--- src/rtl/mux_scan_pkg.sv ---
// Shared types, default sizes and scan-order helpers for the mux scan serializer.
package mux_scan_pkg;

    localparam int DEFAULT_N_IN  = 8;
    localparam int DEFAULT_SEL_W = 3;

    typedef enum logic [1:0] {
        IDLE   = 2'd0,
        DATA   = 2'd1,
        PARITY = 2'd2
    } state_t;

    // First select index of a word for the given scan direction.
    function automatic int unsigned start_index(input bit msb_first, input int unsigned n_in);
        return msb_first ? n_in - 1 : 0;
    endfunction

    // Select index whose transfer ends the data portion of a word.
    function automatic int unsigned last_index(input bit msb_first, input int unsigned n_in);
        return msb_first ? 0 : n_in - 1;
    endfunction

endpackage

--- src/rtl/mux_scan_serializer_counter.sv ---
// Up/down mux select counter with synchronous load, enable and terminal-count flag.
module scan_select_counter
    import mux_scan_pkg::*;
#(
    parameter int SEL_W = DEFAULT_SEL_W,
    parameter bit DOWN  = 1'b0
) (
    input  logic             clk,
    input  logic             reset_n,
    input  logic             load,
    input  logic [SEL_W-1:0] load_value,
    input  logic             enable,
    output logic [SEL_W-1:0] count,
    output logic             terminal
);

    localparam logic [SEL_W-1:0] LAST = SEL_W'(last_index(DOWN, 2 ** SEL_W));

    assign terminal = (count == LAST);

    // Parks on the terminal index instead of wrapping; the next load restarts it.
    always_ff @(posedge clk or negedge reset_n) begin
        if (!reset_n) begin
            count <= '0;
        end else if (load) begin
            count <= load_value;
        end else if (enable && !terminal) begin
            count <= DOWN ? count - SEL_W'(1) : count + SEL_W'(1);
        end
    end

endmodule

--- src/rtl/mux_scan_serializer.sv ---
// Holds a word on the 8:1 mux inputs, walks the select and streams z out as serial beats.
// Define MUX_SCAN_PARITY_EN to append an even-parity beat after every word.
module mux_scan_serializer
    import mux_scan_pkg::*;
#(
    parameter int N_IN      = DEFAULT_N_IN,
    parameter int SEL_W     = DEFAULT_SEL_W,
    parameter bit MSB_FIRST = 1'b0
) (
    input  logic             clk,
    input  logic             reset_n,
    input  logic             load_valid,
    input  logic [N_IN-1:0]  load_data,
    output logic             load_ready,
    output logic [N_IN-1:0]  mux_input,
    output logic [SEL_W-1:0] select_bits,
    input  logic             z,
    output logic             ser_valid,
    output logic             ser_data,
    output logic             ser_last,
    input  logic             ser_ready
);

    localparam logic [1:0] ST_IDLE   = IDLE;
    localparam logic [1:0] ST_DATA   = DATA;
`ifdef MUX_SCAN_PARITY_EN
    localparam logic [1:0] ST_PARITY = PARITY;
`endif

    localparam logic [SEL_W-1:0] START_SEL = SEL_W'(start_index(MSB_FIRST, N_IN));

    logic [1:0] state;
    logic [1:0] state_next;
    logic       accept;
    logic       beat;
    logic       terminal;
`ifdef MUX_SCAN_PARITY_EN
    logic       parity;
`endif

    assign accept = load_valid && (state == ST_IDLE);
    assign beat   = ser_valid && ser_ready;

    scan_select_counter #(
        .SEL_W (SEL_W),
        .DOWN  (MSB_FIRST)
    ) select_counter (
        .clk        (clk),
        .reset_n    (reset_n),
        .load       (accept),
        .load_value (START_SEL),
        .enable     (beat && (state == ST_DATA)),
        .count      (select_bits),
        .terminal   (terminal)
    );

    // Outputs decode straight from state so an async reset clears them at once.
    always_comb begin
        load_ready = (state == ST_IDLE);
        ser_valid  = (state == ST_DATA);
        ser_data   = z;
        ser_last   = (state == ST_DATA) && terminal;
`ifdef MUX_SCAN_PARITY_EN
        ser_last   = 1'b0;
        if (state == ST_PARITY) begin
            ser_valid = 1'b1;
            ser_data  = parity;
            ser_last  = 1'b1;
        end
`endif
    end

    always_comb begin
        state_next = state;
        case (state)
            ST_IDLE: begin
                if (accept) begin
                    state_next = ST_DATA;
                end
            end
            ST_DATA: begin
                if (beat && terminal) begin
`ifdef MUX_SCAN_PARITY_EN
                    state_next = ST_PARITY;
`else
                    state_next = ST_IDLE;
`endif
                end
            end
`ifdef MUX_SCAN_PARITY_EN
            ST_PARITY: begin
                if (beat) begin
                    state_next = ST_IDLE;
                end
            end
`endif
            default: state_next = ST_IDLE;
        endcase
    end

    always_ff @(posedge clk or negedge reset_n) begin
        if (!reset_n) begin
            state <= ST_IDLE;
        end else begin
            state <= state_next;
        end
    end

    // The word only changes on an accept, keeping z stable through backpressure.
    always_ff @(posedge clk or negedge reset_n) begin
        if (!reset_n) begin
            mux_input <= '0;
        end else if (accept) begin
            mux_input <= load_data;
        end
    end

`ifdef MUX_SCAN_PARITY_EN
    always_ff @(posedge clk or negedge reset_n) begin
        if (!reset_n) begin
            parity <= 1'b0;
        end else if (accept) begin
            parity <= ^load_data;
        end
    end
`endif

endmodule

--- config.mk ---
export PLATFORM = sky130hd
export DESIGN_NAME = mux_scan_serializer
export DESIGN_NICKNAME = d
export VERILOG_FILES = /design/src/rtl/mux_scan_pkg.sv /design/src/rtl/mux_scan_serializer_counter.sv /design/src/rtl/mux_scan_serializer.sv
export SDC_FILE = /design/constraint.sdc
export NUM_CORES = 1
export LEC_CHECK = 0
export ABC_AREA = 1
export BUFFER_PORTS_ARGS = -buffer_cell sky130_fd_sc_hd__buf_2
export CAP_MARGIN = 20
export CORE_AREA = 2 2 39 41
export CTS_BUF_LIST = sky130_fd_sc_hd__clkbuf_8
export CTS_CLUSTER_SIZE = 16
export DETAILED_ROUTE_END_ITERATION = 6
export DIE_AREA = 0 0 41 43
export PLACE_DENSITY = 0.76
export REMOVE_ABC_BUFFERS = 1
export SLEW_MARGIN = 20
export SYNTH_ARGS = -nofsm -noshare
export SYNTH_HDL_FRONTEND = slang
export SYNTH_HIERARCHICAL = 1
export SYNTH_SLANG_ARGS = --single-unit
--- constraint.sdc ---
create_clock -name clk -period 1.4 [get_ports clk]
set_input_delay 0.28 -clock clk [delete_from_list [all_inputs] [get_ports clk]]
set_output_delay 0.28 -clock clk [all_outputs]
set_load 0.01 [all_outputs]
After elaboration in Yosys (flattened, before gate mapping)
Cells that the tools add are included.

Add/sub/neg operators: 1. Reduce and logical (&&, ||, !) cells: 10. Multiplexer cells: 5. Equal/unequal tests: 4.

Operator list (count): logical AND 1 bit (6); two-way mux 3 bit (2); two-way mux 2 bit (2); inequality test 2 x 1 -> 1 bit (second input constant) (2); one-hot mux 2 bit (2 select lines) (1); adder 3 x 1 -> 3 bit (second input constant) (1); equality test 3 bit (second input constant) (1); equality test 2 x 1 -> 1 bit (second input constant) (1); logical NOT 2 bit (1); AND reduction 2 bit (1); nonzero test 2 bit (1); logical NOT 1 bit (1).

Output and inout bits: 15. Word-level logic and storage cells: 23. Bits in registers: 13.

Depth between registers and ports, before layout
Gate-level depths: netlist (run 1).

Depth in word-level cells: 6. Mapped depth: 8. Mapped depth without buffers: 8.

By module
Netlist (run 1), hierarchy kept.

By module, submodules not included: mux_scan_serializer (area each 395.4 µm², cells each 46, instances 1); scan_select_counter (area each 186.4 µm², cells each 26, instances 1).

Worst setup path before layout (run 1)
OpenSTA, ideal clock, no wires.

Path kind: register to output. Start: register select_counter.count[0]. End: output ser_last. Arrival: 0.937 ns. Cell stages (with the launch flop): 5. Setup slack: 0.183 ns. Data required time: 1.120 ns. Path buffers: 0. Cells stage by stage: dfrtp_1 -> ha_1 -> ha_1 -> nand2_1 -> inv_1.

Longest elaborated chain between the ends: 2.

Ends and longest elaborated chain: from (decl) (line mux_scan_serializer_counter.sv:13) `output logic [SEL_W-1:0] count,`; from (signal assigned) (line mux_scan_serializer_counter.sv:26) `count <= load_value;`; from (signal assigned) (line mux_scan_serializer_counter.sv:28) `count <= DOWN ? count - SEL_W'(1) : count + SEL_W'(1);`; equality test 3 bit (line mux_scan_serializer_counter.sv:19) `assign terminal = (count == LAST);`; named net terminal (line mux_scan_serializer.sv:36) `logic terminal;`; logical AND 1 bit (line mux_scan_serializer.sv:62) `ser_last = (state == ST_DATA) && terminal;`; to (decl) (line mux_scan_serializer.sv:20) `output logic ser_last,`.

The timed path passes the listed nets, and every way through them passes these cells.

Worst setup path in the final report (run 1)
Ends and elaborated chain as after synthesis.

==> results of run 1 <==
-- Yosys cell counts --
master / count / share of area, %
buf_4: 1 / 1.3
conb_1: 1 / 0.64
inv_2: 2 / 1.3
nand2_2: 1 / 1.1
nand2_4: 1 / 1.9
nand2_1: 35 / 23
nand3_1: 11 / 9.5
o21ai_0: 1 / 0.86
ha_1: 2 / 4.3
dfrtp_1: 12 / 52
clkbuf_8: 1 / 2.4
inv_1: 4 / 2.6
-- critical path, cell delays in order (launching register included) --
cell and delay [ps]:
dfrtp_1 380, ha_2 200, ha_4 160, nand2_2 60, inv_2 30, buf_6 100
-- routing by layer --
layer,vias to the layer above,track usage [%],part of all wire (%)
met3,2,3.66,8.0
met4,0,10.0,0.70
met5,-,0,0
met2,22,24.4,46
li1,288,-,-
met1,243,21.4,45
-- worst min path at each step --
stage                                     endpoint
after floorplan           mux_input[0]$_DFFE_PN0P_
after global placement    mux_input[6]$_DFFE_PN0P_
after detailed placement  mux_input[6]$_DFFE_PN0P_
after CTS                 mux_input[0]$_DFFE_PN0P_
after global routing      mux_input[0]$_DFFE_PN0P_
final                     mux_input[0]$_DFFE_PN0P_
-- cells by family (layout without fill, tap and decap cells) --
kind of cell / Yosys count / count (layout)
AO/OA/AOI/OAI: 1 / 1
buffers and inverters: 8 / 40
other: 1 / 3
flip-flops: 12 / 12
AND/OR/NAND/NOR: 48 / 48
adder cells (fa/ha/maj): 2 / 2
-- timing repair --
action | CTS | global route
gates resized for setup | 3 | 3
pin swaps | 2 | 2
hold buffers | 1 | 0
cloned | 0 | 0
hold endpoints to repair | 12 | 0
setup endpoints to repair | 1 | 1
setup buffers | 3 | 1
-- final cells by class --
class,count,area share [%]
multi-input cells,54,31.8
flip-flops and latches,12,36.4
clock buffers,3,5.00
well taps,16,2.42
inverters,6,2.73
repair buffers,31,21.7
-- registers in the layout (all words and copies together) (netlist names) --
name                  count
select_counter/count      3
mux_input                 8
state                     1
-- power by group through the flow --
| stage | logic [mW] | registers (mW) | clock network, mW |
|---|---|---|---|
| floorplan | 0.310 | 0.684 | 0 |
| global placement | 0.639 | 0.603 | 0 |
| detailed placement | 0.656 | 0.609 | 0 |
| CTS | 0.732 | 0.608 | 0.310 |
| global route | 0.872 | 0.634 | 0.334 |
| finish | 0.752 | 0.608 | 0.296 |
==> metrics.md, run 1 <==
| Metric | Value |
|---|---|
| WHS Path Cells | `3` |
| Total wire length | `1.15 mm` |
| Mux cell area share after synthesis | `0%` |
| Worst-Skew Late Latency | `230 ps` |
| Area Growth Syn to Fin | `41.9%` |
| Share of layout cells above drive strength 1 | `38.7%` |
| Post-synthesis simple-gate area fraction | `35.1%` |
| Combinational power share | `45.4%` |
| PortBufs | `25` |
| Worst r2r dst | `select_counter/count[0]$_DFFE_PN0P_` |
| Synth Area in XOR/XNOR | `0%` |
| Final hold vios | `0` |
| Die area | `1760 sq um` |
| Drt via density | `4.55` |
| Main combinational cell family by area after synthesis | `simple AND/OR/NAND/NOR gates` |
| Syn_area_per_cell | `8.08 sq um` |
| Initial DRC count | `12` |
| First-pass GRT wire length | `2.00 mm` |
| LEAKAGE | `0.500 nW` |
| Clock share of power | `17.9%` |
| Reg-to-reg setup timing slack | `100 ps` |
| Synthesized-area fraction occupied by adder cells | `4.30%` |
| Detail Route Antenna Nets | `0` |
| Max-cap violation count | `0` |
| CP Capture Point | `ser_last` |
| Initial antenna violation count | `0` |
| Worst Hold Launch | `load_data[0]` |
| Tcrit/Tclk final | `104%` |
| Worst endpoint required time | `1120 ps` |
| N_diodes | `0` |
| Number of global-route vias before repair | `513` |
| Hold crit path type | `primary input to flip-flop` |
| Count of state elements after synthesis | `12` |
| Final setup viols | `1` |
| CTS tree | `yes` |
| Syn. warnings | `6` |
| Core box area | `1380 sq um` |
| Worst Clk Skew | `0.279 ps` |
| RePlAce Congestion | `0.630` |
| Avg WL per Cell | `9.43 um` |
| Multi-input logic area | `263 sq um` |
| Design area | `826 sq um` |
| Reg power frac | `36.7%` |
| Crit Reg-Reg Startpoint | `select_counter/count[0]$_DFFE_PN0P_` |
| Crit. Startpoint | `select_counter/count[0]$_DFFE_PN0P_` |
| Global route total overflow | `0` |
| GR Util All Layers | `16.6%` |
| Internal power | `1.05 mW` |
| CP Launch Type | `flip-flop` |
| R2R depth | `8` |
| Setup_tns | `-50.0 ps` |
| Cell variety after synth | `12` |
| Max FO, Critical Path | `2` |
| Half-perimeter wire length after placement | `839 um` |
| Final #Nets | `123` |
| Fin crit period | `1450 ps` |
| Worst setup EP type | `output port` |
| RSZ-0062 raised after global routing | `true` |
| Dpl cells | `114` |
| Status | `finished with violations` |
| Netlist Area Pre-Place | `582 sq um` |
| Final Util | `59.7%` |
| Clk sinks | `12` |
| Placed cell area | `721 sq um` |
| Total Power | `1.66 mW` |
| WS Path Type | `flip-flop to output port` |
| FP Rows | `14` |
| WHS | `278 ps` |
| Final Max Slew Viols | `0` |
| Fin worst setup slack | `-50.0 ps` |
| PwrDens | `2010 nW/um^2` |
| Initial Util | `42.0%` |
| Crit path DAT | `1170 ps` |
| Most common library cell in the layout ignoring fill and taps | `nand2_1` |
| Cts bufs inserted | `3` |
| Syn Inst Count | `72` |
| H-Tree Depth | `1` |
| Die width | `41 um` |
| Most frequent cells in the layout | `34 x nand2_1, 24 x buf_2, 12 x dfrtp_1` |
| Non-filler cells, final | `122` |
| Buffer depth of the longest clock path | `2` |
| DP Worst Slack | `95.9 ps` |
| Sw frac | `36.8%` |
| Remaining DRCs | `0` |
| Largest net degree at the start of global routing | `13` |
| DR pass1 iterations | `3` |
| Max Fclk | `0.690 GHz` |
| Register Area | `300 sq um` |
| Sequential-to-total area share from yosys stat | `51.6%` |
| Root Buffer | `clkbuf_8` |
| Compound-Gate Fraction of Synth Area | `0.860%` |
| Fill count | `152` |
| IO Count | `28` |
| Failing checks | `negative setup slack` |
| Die Ht | `43 um` |
| Vias | `555` |
| Worst VDD drop | `0.000950 V` |
| Psw | `0.609 mW` |
| Clock-pin slew on the worst setup and hold paths | `50 ps` |
Power figures use the tool's default switching activity.
==> run 2: changes to the inputs <==
--- a/config.mk
+++ b/config.mk
@@ -6,14 +6,13 @@
 export NUM_CORES = 1
 export LEC_CHECK = 0
 export ABC_AREA = 1
-export BUFFER_PORTS_ARGS = -buffer_cell sky130_fd_sc_hd__buf_2
 export CAP_MARGIN = 20
 export CORE_AREA = 2 2 39 41
 export CTS_BUF_LIST = sky130_fd_sc_hd__clkbuf_8
 export CTS_CLUSTER_SIZE = 16
 export DETAILED_ROUTE_END_ITERATION = 6
 export DIE_AREA = 0 0 41 43
-export PLACE_DENSITY = 0.76
+export DONT_BUFFER_PORTS = 1
 export REMOVE_ABC_BUFFERS = 1
 export SLEW_MARGIN = 20
 export SYNTH_ARGS = -nofsm -noshare
==> run 2 against run 1 <==
  * The run still ends with negative setup slack left
  * Critical path depth shrank 1
  * Total power shrank 6.8%
  * Die area is the same
  * Non-clock buffer count shrank 27
  * Global-route usage grew 0.22 points
  * Combinational power shrank 39%
  * Critical path type unchanged
  * Highest routed layer is now met3
==> metrics.md, run 2 (synthesis gave the netlist of run 1 again) <==
| Metric | Value |
|---|---|
| DR pass1 iterations | `2 (-1)` |
| Worst setup EP type | `output port` |
| Worst VDD drop | `0.00106 V (+11%)` |
| Die Ht | `43 um (unchanged)` |
| GR Util All Layers | `16.9% (+0.22 points)` |
| N_diodes | `0 (unchanged)` |
| WS Path Type | `flip-flop to output port` |
| CP Launch Type | `flip-flop` |
| FP Rows | `14 (unchanged)` |
| PwrDens | `2220 nW/um^2 (+11%)` |
| Largest registers | `mux_input: 8 flops, select_counter/count: 3 flops, state: 1 flops` |
| Placed cell area | `603 sq um (-16%)` |
| WHS Path Cells | `2 (-1)` |
| DP Worst Slack | `130 ps (+34.2 ps)` |
| Failing checks | `negative setup slack` |
| Largest net degree at the start of global routing | `13 (unchanged)` |
| Max Fclk | `0.704 GHz (+2.1%)` |
| Max FO, Critical Path | `3 (+1)` |
| Global route total overflow | `0 (unchanged)` |
| Share of layout cells above drive strength 1 | `21.3% (-17 points)` |
| H-Tree Depth | `1 (unchanged)` |
| Design area | `696 sq um (-16%)` |
| First-pass GRT wire length | `1.95 mm (-2.4%)` |
| Most frequent cells in the layout | `33 x nand2_1, 12 x dfrtp_1, 11 x nand3_1` |
| Max reg flops | `8 (unchanged)` |
| Crit Reg-Reg Startpoint | `select_counter/count[1]$_DFFE_PN0P_` |
| Fin worst setup slack | `-20.2 ps (+29.8 ps)` |
| Vias | `460 (-17%)` |
| Cts bufs inserted | `3 (unchanged)` |
| Most common library cell in the layout ignoring fill and taps | `nand2_1` |
| Half-perimeter wire length after placement | `803 um (-4.3%)` |
| Number of global-route vias before repair | `463 (-9.7%)` |
| Largest reg by FF count | `mux_input` |
| Initial Util | `42.0% (unchanged)` |
| Die area | `1760 sq um (unchanged)` |
| Detail Route Antenna Nets | `0 (unchanged)` |
| Measured slew at the worst slew-check pin | `543 ps` |
| PortBufs | `0 (-100%)` |
| WHS | `180 ps (-98.6 ps)` |
| CTS tree | `yes` |
| Final hold vios | `0 (unchanged)` |
| Worst-Skew Late Latency | `240 ps (about the same)` |
| RSZ-0062 raised after global routing | `true` |
| RePlAce Congestion | `0.757 (+20%)` |
| Crit. Startpoint | `select_counter/count[1]$_DFFE_PN0P_` |
| Worst Hold Launch | `load_data[1]` |
| Final #Nets | `96 (-22%)` |
| Crit path DAT | `1140 ps (-30 ps)` |
| Fin crit period | `1420 ps (-29.8 ps)` |
| Status | `finished with violations` |
| Final setup viols | `1 (unchanged)` |
| Initial DRC count | `4 (-8)` |
| Hold crit path type | `primary input to flip-flop` |
| Total wire length | `1.14 mm (-0.70%)` |
| Area Growth Syn to Fin | `19.6%` |
| Total Power | `1.54 mW (-6.8%)` |
| Worst Clk Skew | `2.09 ps (+1.81 ps)` |
| R2R depth | `8 (unchanged)` |
| Avg WL per Cell | `11.9 um (+26%)` |
| Root Buffer | `clkbuf_8` |
| LEAKAGE | `0.392 nW (-22%)` |
| Final Max Slew Viols | `0 (unchanged)` |
| Remaining DRCs | `0 (unchanged)` |
| Core box area | `1380 sq um (unchanged)` |
| Slew HR | `63.7%` |
| Clk sinks | `12 (unchanged)` |
| Die width | `41 um (unchanged)` |
| Worst endpoint required time | `1120 ps (about the same)` |
| Buffer depth of the longest clock path | `2 (unchanged)` |
| Fill count | `142 (-6.6%)` |
| Clock-pin slew on the worst setup and hold paths | `50 ps (about the same)` |
| IO Count | `28 (unchanged)` |
| Tcrit/Tclk final | `101% (-2.1 points)` |
| Initial antenna violation count | `0 (unchanged)` |
| Max-cap violation count | `0 (unchanged)` |
| Drt via density | `4.79 (+5.3%)` |
[run 2: cell count changes in the layout (fill, tap and decap cells not counted)]
cell,previous run,this run
inv_2,3,4
buf_2,24,0
nand2_2,2,3
inv_1,3,2
clkbuf_8,3,4
buf_4,5,3
nand2_1,34,33
buf_6,1,0
[run 2: final timing paths]
check	endpoint	slack, ps
worst max-delay path	ser_last	-20
worst min-delay path	mux_input[1]$_DFFE_PN0P_	180
worst max register to register	select_counter/count[2]$_DFFE_PN0P_	100
worst min register to register	mux_input[1]$_DFFE_PN0P_	540
max in group asynchronous	mux_input[6]$_DFFE_PN0P_	580
min in group asynchronous	mux_input[4]$_DFFE_PN0P_	460
[run 2: timing repair]
item	CTS	global route
setup endpoints to repair	1	4
cloned	0	0
buffers inserted	1	0
endpoints found under the hold margin	12	0
hold buffers	1	0
pin swaps	1	3
resized for setup	5	2
[run 2: metrics by stage]
step | setup TNS (ps) | instances | util [%]
3_3_place_gp | 0 | 90 | 43.6
6_report | -20.2 | 96 | 50.3
2_1_floorplan | 0 | 72 | -
3_5_place_dp | 0 | 90 | 43.6
5_1_grt | -67.6 | 96 | 50.3
4_1_cts | -41.4 | 96 | 50.1
[run 2: power by group]
| group | leakage, nW | switching [mW] | internal (mW) |
|---|---|---|---|
| Sequential | 0.147 | 0.197 | 0.508 |
| Combinational | 0.216 | 0.269 | 0.193 |
| Clock | 0.0288 | 0.129 | 0.249 |
| Total | 0.392 | 0.595 | 0.949 |
[run 2: worst max-delay path: stages, from the launching register on]
cell and delay, ps:
dfrtp_1 430, ha_2 210, ha_4 160, nand2_2 60, inv_2 50
[run 2: final cells by class]
class	count	area, sq um	area share [%]
Multi-Input combinational cell	54	265	38.1
Inverter	6	22.5	3.24
Sequential cell	12	300	43.2
Tap cell	16	20.0	2.88
Clock buffer	4	55.1	7.91
Timing Repair Buffer	4	32.5	4.68
[run 2: per-layer routing]
| metal | up-vias | routed length [um] | GRT usage (%) | share of wire, % |
|---|---|---|---|---|
| met5 | - | 0 | 0 | 0 |
| li1 | 235 | - | - | - |
| met2 | 16 | 534 | 22.8 | 47 |
| met3 | 0 | 94 | 7.33 | 8.2 |
| met4 | 0 | 0 | 10.0 | 0 |
| met1 | 209 | 513 | 21.4 | 45 |
==> run 3: changes to the inputs <==
--- a/config.mk
+++ b/config.mk
@@ -7,11 +7,11 @@
 export LEC_CHECK = 0
 export ABC_AREA = 1
 export CAP_MARGIN = 20
-export CORE_AREA = 2 2 39 41
+export CORE_MARGIN = 2
+export CORE_UTILIZATION = 30
 export CTS_BUF_LIST = sky130_fd_sc_hd__clkbuf_8
 export CTS_CLUSTER_SIZE = 16
 export DETAILED_ROUTE_END_ITERATION = 6
-export DIE_AREA = 0 0 41 43
 export DONT_BUFFER_PORTS = 1
 export REMOVE_ABC_BUFFERS = 1
 export SLEW_MARGIN = 20
@@ -19,3 +19,4 @@
 export SYNTH_HDL_FRONTEND = slang
 export SYNTH_HIERARCHICAL = 1
 export SYNTH_SLANG_ARGS = --single-unit
+export TNS_END_PERCENT = 10
==> run 3 against run 2 <==
  * The flow still finishes with violations (negative setup slack)
  * Clock skew fell by 1.6 ps
  * Wire length rose by 3.3%
  * Highest routed layer is now met4
  * Combinational power rose by 3%
==> metrics.md, run 3 (synthesis gave the netlist of run 1 again) <==
| Metric | Value |
|---|---|
| Status | `finished with violations` |
| Failing checks | `negative setup slack` |
| Reg-to-reg setup timing slack | `120 ps (+20 ps)` |
| GR Util All Layers | `13.0% (-3.8 points)` |
| Remaining DRCs | `0 (unchanged)` |
| Half-perimeter wire length after placement | `841 um (+4.7%)` |
| Buffer depth of the longest clock path | `2 (unchanged)` |
| Crit Reg-Reg Startpoint | `select_counter/count[1]$_DFFE_PN0P_` |
| CP max stage cell | `dfrtp_2` |
| Largest registers | `mux_input: 8 flops, select_counter/count: 3 flops, state: 1 flops` |
| CP Launch Type | `flip-flop` |
| Max-cap violation count | `0 (unchanged)` |
| Largest net degree at the start of global routing | `13 (unchanged)` |
| Worst r2r dst | `select_counter/count[1]$_DFFE_PN0P_` |
| Vias | `455 (-1.1%)` |
| Reg power frac | `45.9% (+0.3 points)` |
| Max Fclk | `0.713 GHz (+1.2%)` |
| Drt via density | `4.33 (-9.6%)` |
| Tcrit/Tclk final | `100% (-1.2 points)` |
| Max FO, Critical Path | `3 (unchanged)` |
| Design area | `718 sq um (+3.2%)` |
| N_diodes | `0 (unchanged)` |
| First-pass GRT wire length | `1.97 mm (+1.1%)` |
| Die width | `48.0 um (+17%)` |
| Initial DRC count | `4 (unchanged)` |
| RePlAce Congestion | `0.753 (-0.63%)` |
| Global route total overflow | `0 (unchanged)` |
| PortBufs | `0 (unchanged)` |
| Measured slew at the worst slew-check pin | `541 ps (-1.62 ps)` |
| Die Ht | `48.0 um (+12%)` |
| Max reg flops | `8 (unchanged)` |
| Setup_tns | `-2.94 ps (+17.2 ps)` |
| Clock share of power | `24.0% (-0.4 points)` |
| Fin worst setup slack | `-2.94 ps (+17.2 ps)` |
| Largest reg by FF count | `mux_input` |
| LEAKAGE | `0.392 nW (about the same)` |
| Slew HR | `63.8% (+0.11 points)` |
| FP Rows | `15 (+1)` |
| Share of layout cells above drive strength 1 | `21.3% (unchanged)` |
| Initial antenna violation count | `0 (unchanged)` |
| Worst Clk Skew | `0.469 ps (-1.62 ps)` |
| DR pass1 iterations | `4 (+2)` |
| H-Tree Depth | `1 (unchanged)` |
| CP max stage delay | `450 ps (+20 ps)` |
| Worst VDD drop | `0.000760 V (-28%)` |
| Cts bufs inserted | `3 (unchanged)` |
| Worst endpoint required time | `1120 ps (about the same)` |
| Final Max Slew Viols | `0 (unchanged)` |
| Die area | `2310 sq um (+31%)` |
| Fin crit period | `1400 ps (-17.2 ps)` |
| Placed cell area | `614 sq um (+1.9%)` |
| Area Growth Syn to Fin | `23.4%` |
| Hold crit path type | `primary input to flip-flop` |
| CP Capture Point | `ser_last` |
| CP cell instances | `ha_4 -> ha_4 -> nand2_2 -> inv_2` |
| Clk sinks | `12 (unchanged)` |
| Most common library cell in the layout ignoring fill and taps | `nand2_1` |
| Number of global-route vias before repair | `464 (+0.22%)` |
| PwrDens | `2200 nW/um^2 (-1.0%)` |
| Total wire length | `1.18 mm (+3.3%)` |
| Total Power | `1.58 mW (+2.2%)` |
| Initial Util | `32.6% (-9.4 points)` |
| Root Buffer | `clkbuf_8` |
| Worst setup EP type | `output port` |
| Most frequent cells in the layout | `33 x nand2_1, 11 x nand3_1, 11 x dfrtp_1` |
| CTS tree | `yes` |
| RSZ-0062 raised after global routing | `true` |
| IO Count | `28 (unchanged)` |
| Crit path DAT | `1120 ps (-20 ps)` |
| Combinational power share | `30.1% (+0.2 points)` |
| Final #Nets | `96 (unchanged)` |
| Most frequent cell on the critical path | `ha_4` |
| Final setup viols | `1 (unchanged)` |
| Detail Route Antenna Nets | `0 (unchanged)` |
| WHS | `180 ps (+0.548 ps)` |
| R2R depth | `8 (unchanged)` |
| Clock-pin slew on the worst setup and hold paths | `50 ps (about the same)` |
| DP Worst Slack | `136 ps (+6.35 ps)` |
| Avg WL per Cell | `11.2 um (-5.5%)` |
| Internal power | `0.970 mW (+2.2%)` |
| Crit. Startpoint | `select_counter/count[1]$_DFFE_PN0P_` |
| Core box area | `1780 sq um (+29%)` |
| Final hold vios | `0 (unchanged)` |
| WS Path Type | `flip-flop to output port` |
| Worst-Skew Late Latency | `240 ps (about the same)` |
| Psw | `0.607 mW (+2.1%)` |
| Sw frac | `38.5% (about the same)` |
==> run 3: cell types whose count changed in the layout (fill, tap and decap cells not counted) <==
cell	before	now
dfrtp_1	12	11
dfrtp_2	0	1
ha_2	1	0
ha_4	1	2
inv_1	2	3
inv_2	4	3
==> run 3: final cells by class <==
cell class / instances / area, sq um
Sequential cell: 12 / 302
Clock buffer: 4 / 55.1
Multi-Input combinational cell: 54 / 275
Timing Repair Buffer: 4 / 32.5
Tap cell: 25 / 31.3
Inverter: 6 / 22.5
Fill cell: 194 / 1060
==> run 3: worst min-delay path by stage <==
stage	start	cells after the start	end	slack (ps)
final	load_data[0]	2	mux_input[0]$_DFFE_PN0P_	180
after global routing	load_data[0]	2	mux_input[0]$_DFFE_PN0P_	180
after CTS	load_data[4]	2	mux_input[4]$_DFFE_PN0P_	170
after detailed placement	reset_n	0	mux_input[6]$_DFFE_PN0P_	-20
after global placement	reset_n	0	mux_input[6]$_DFFE_PN0P_	-20
after floorplan	reset_n	0	mux_input[0]$_DFFE_PN0P_	-20
==> run 3: repair_timing <==
action	4_1_cts	5_1_grt
endpoints found under the hold margin	12	0
hold buffers	1	0
pin swaps	1	1
resized for setup	5	3
setup endpoints to repair	1	4
buffers inserted	1	0
==> run 3: through the flow <==
step	util, %	cells
after floorplan	-	72
after global placement	34.5	99
after detailed placement	34.5	99
after CTS	39.5	105
after global routing	40.3	105
final	40.3	105
==> run 3: critical path, delay by kind of cell, from the launching register on <==
family | cells | cell delay [ps]
adder cells (fa/ha/maj) | 2 | 330
buffers and inverters | 1 | 50
flip-flops | 1 | 450
AND/OR/NAND/NOR | 1 | 60
==> run 3: power by group through the flow <==
stage          sequential (mW)  combinational [mW]  clock (mW)
6_report                 0.724               0.475       0.379
2_1_floorplan            0.684               0.310           0
3_5_place_dp             0.707               0.419           0
3_3_place_gp             0.704               0.403           0
4_1_cts                  0.714               0.456       0.392
5_1_grt                  0.749               0.572       0.408
==> run 3: metal layers <==
metal  wire, um  track usage (%)  part of all wire (%)
met5          0                0                     0
met4          5             8.11                  0.42
met3        128             5.66                    11
met2        552             21.1                    47
met1        495             13.9                    42
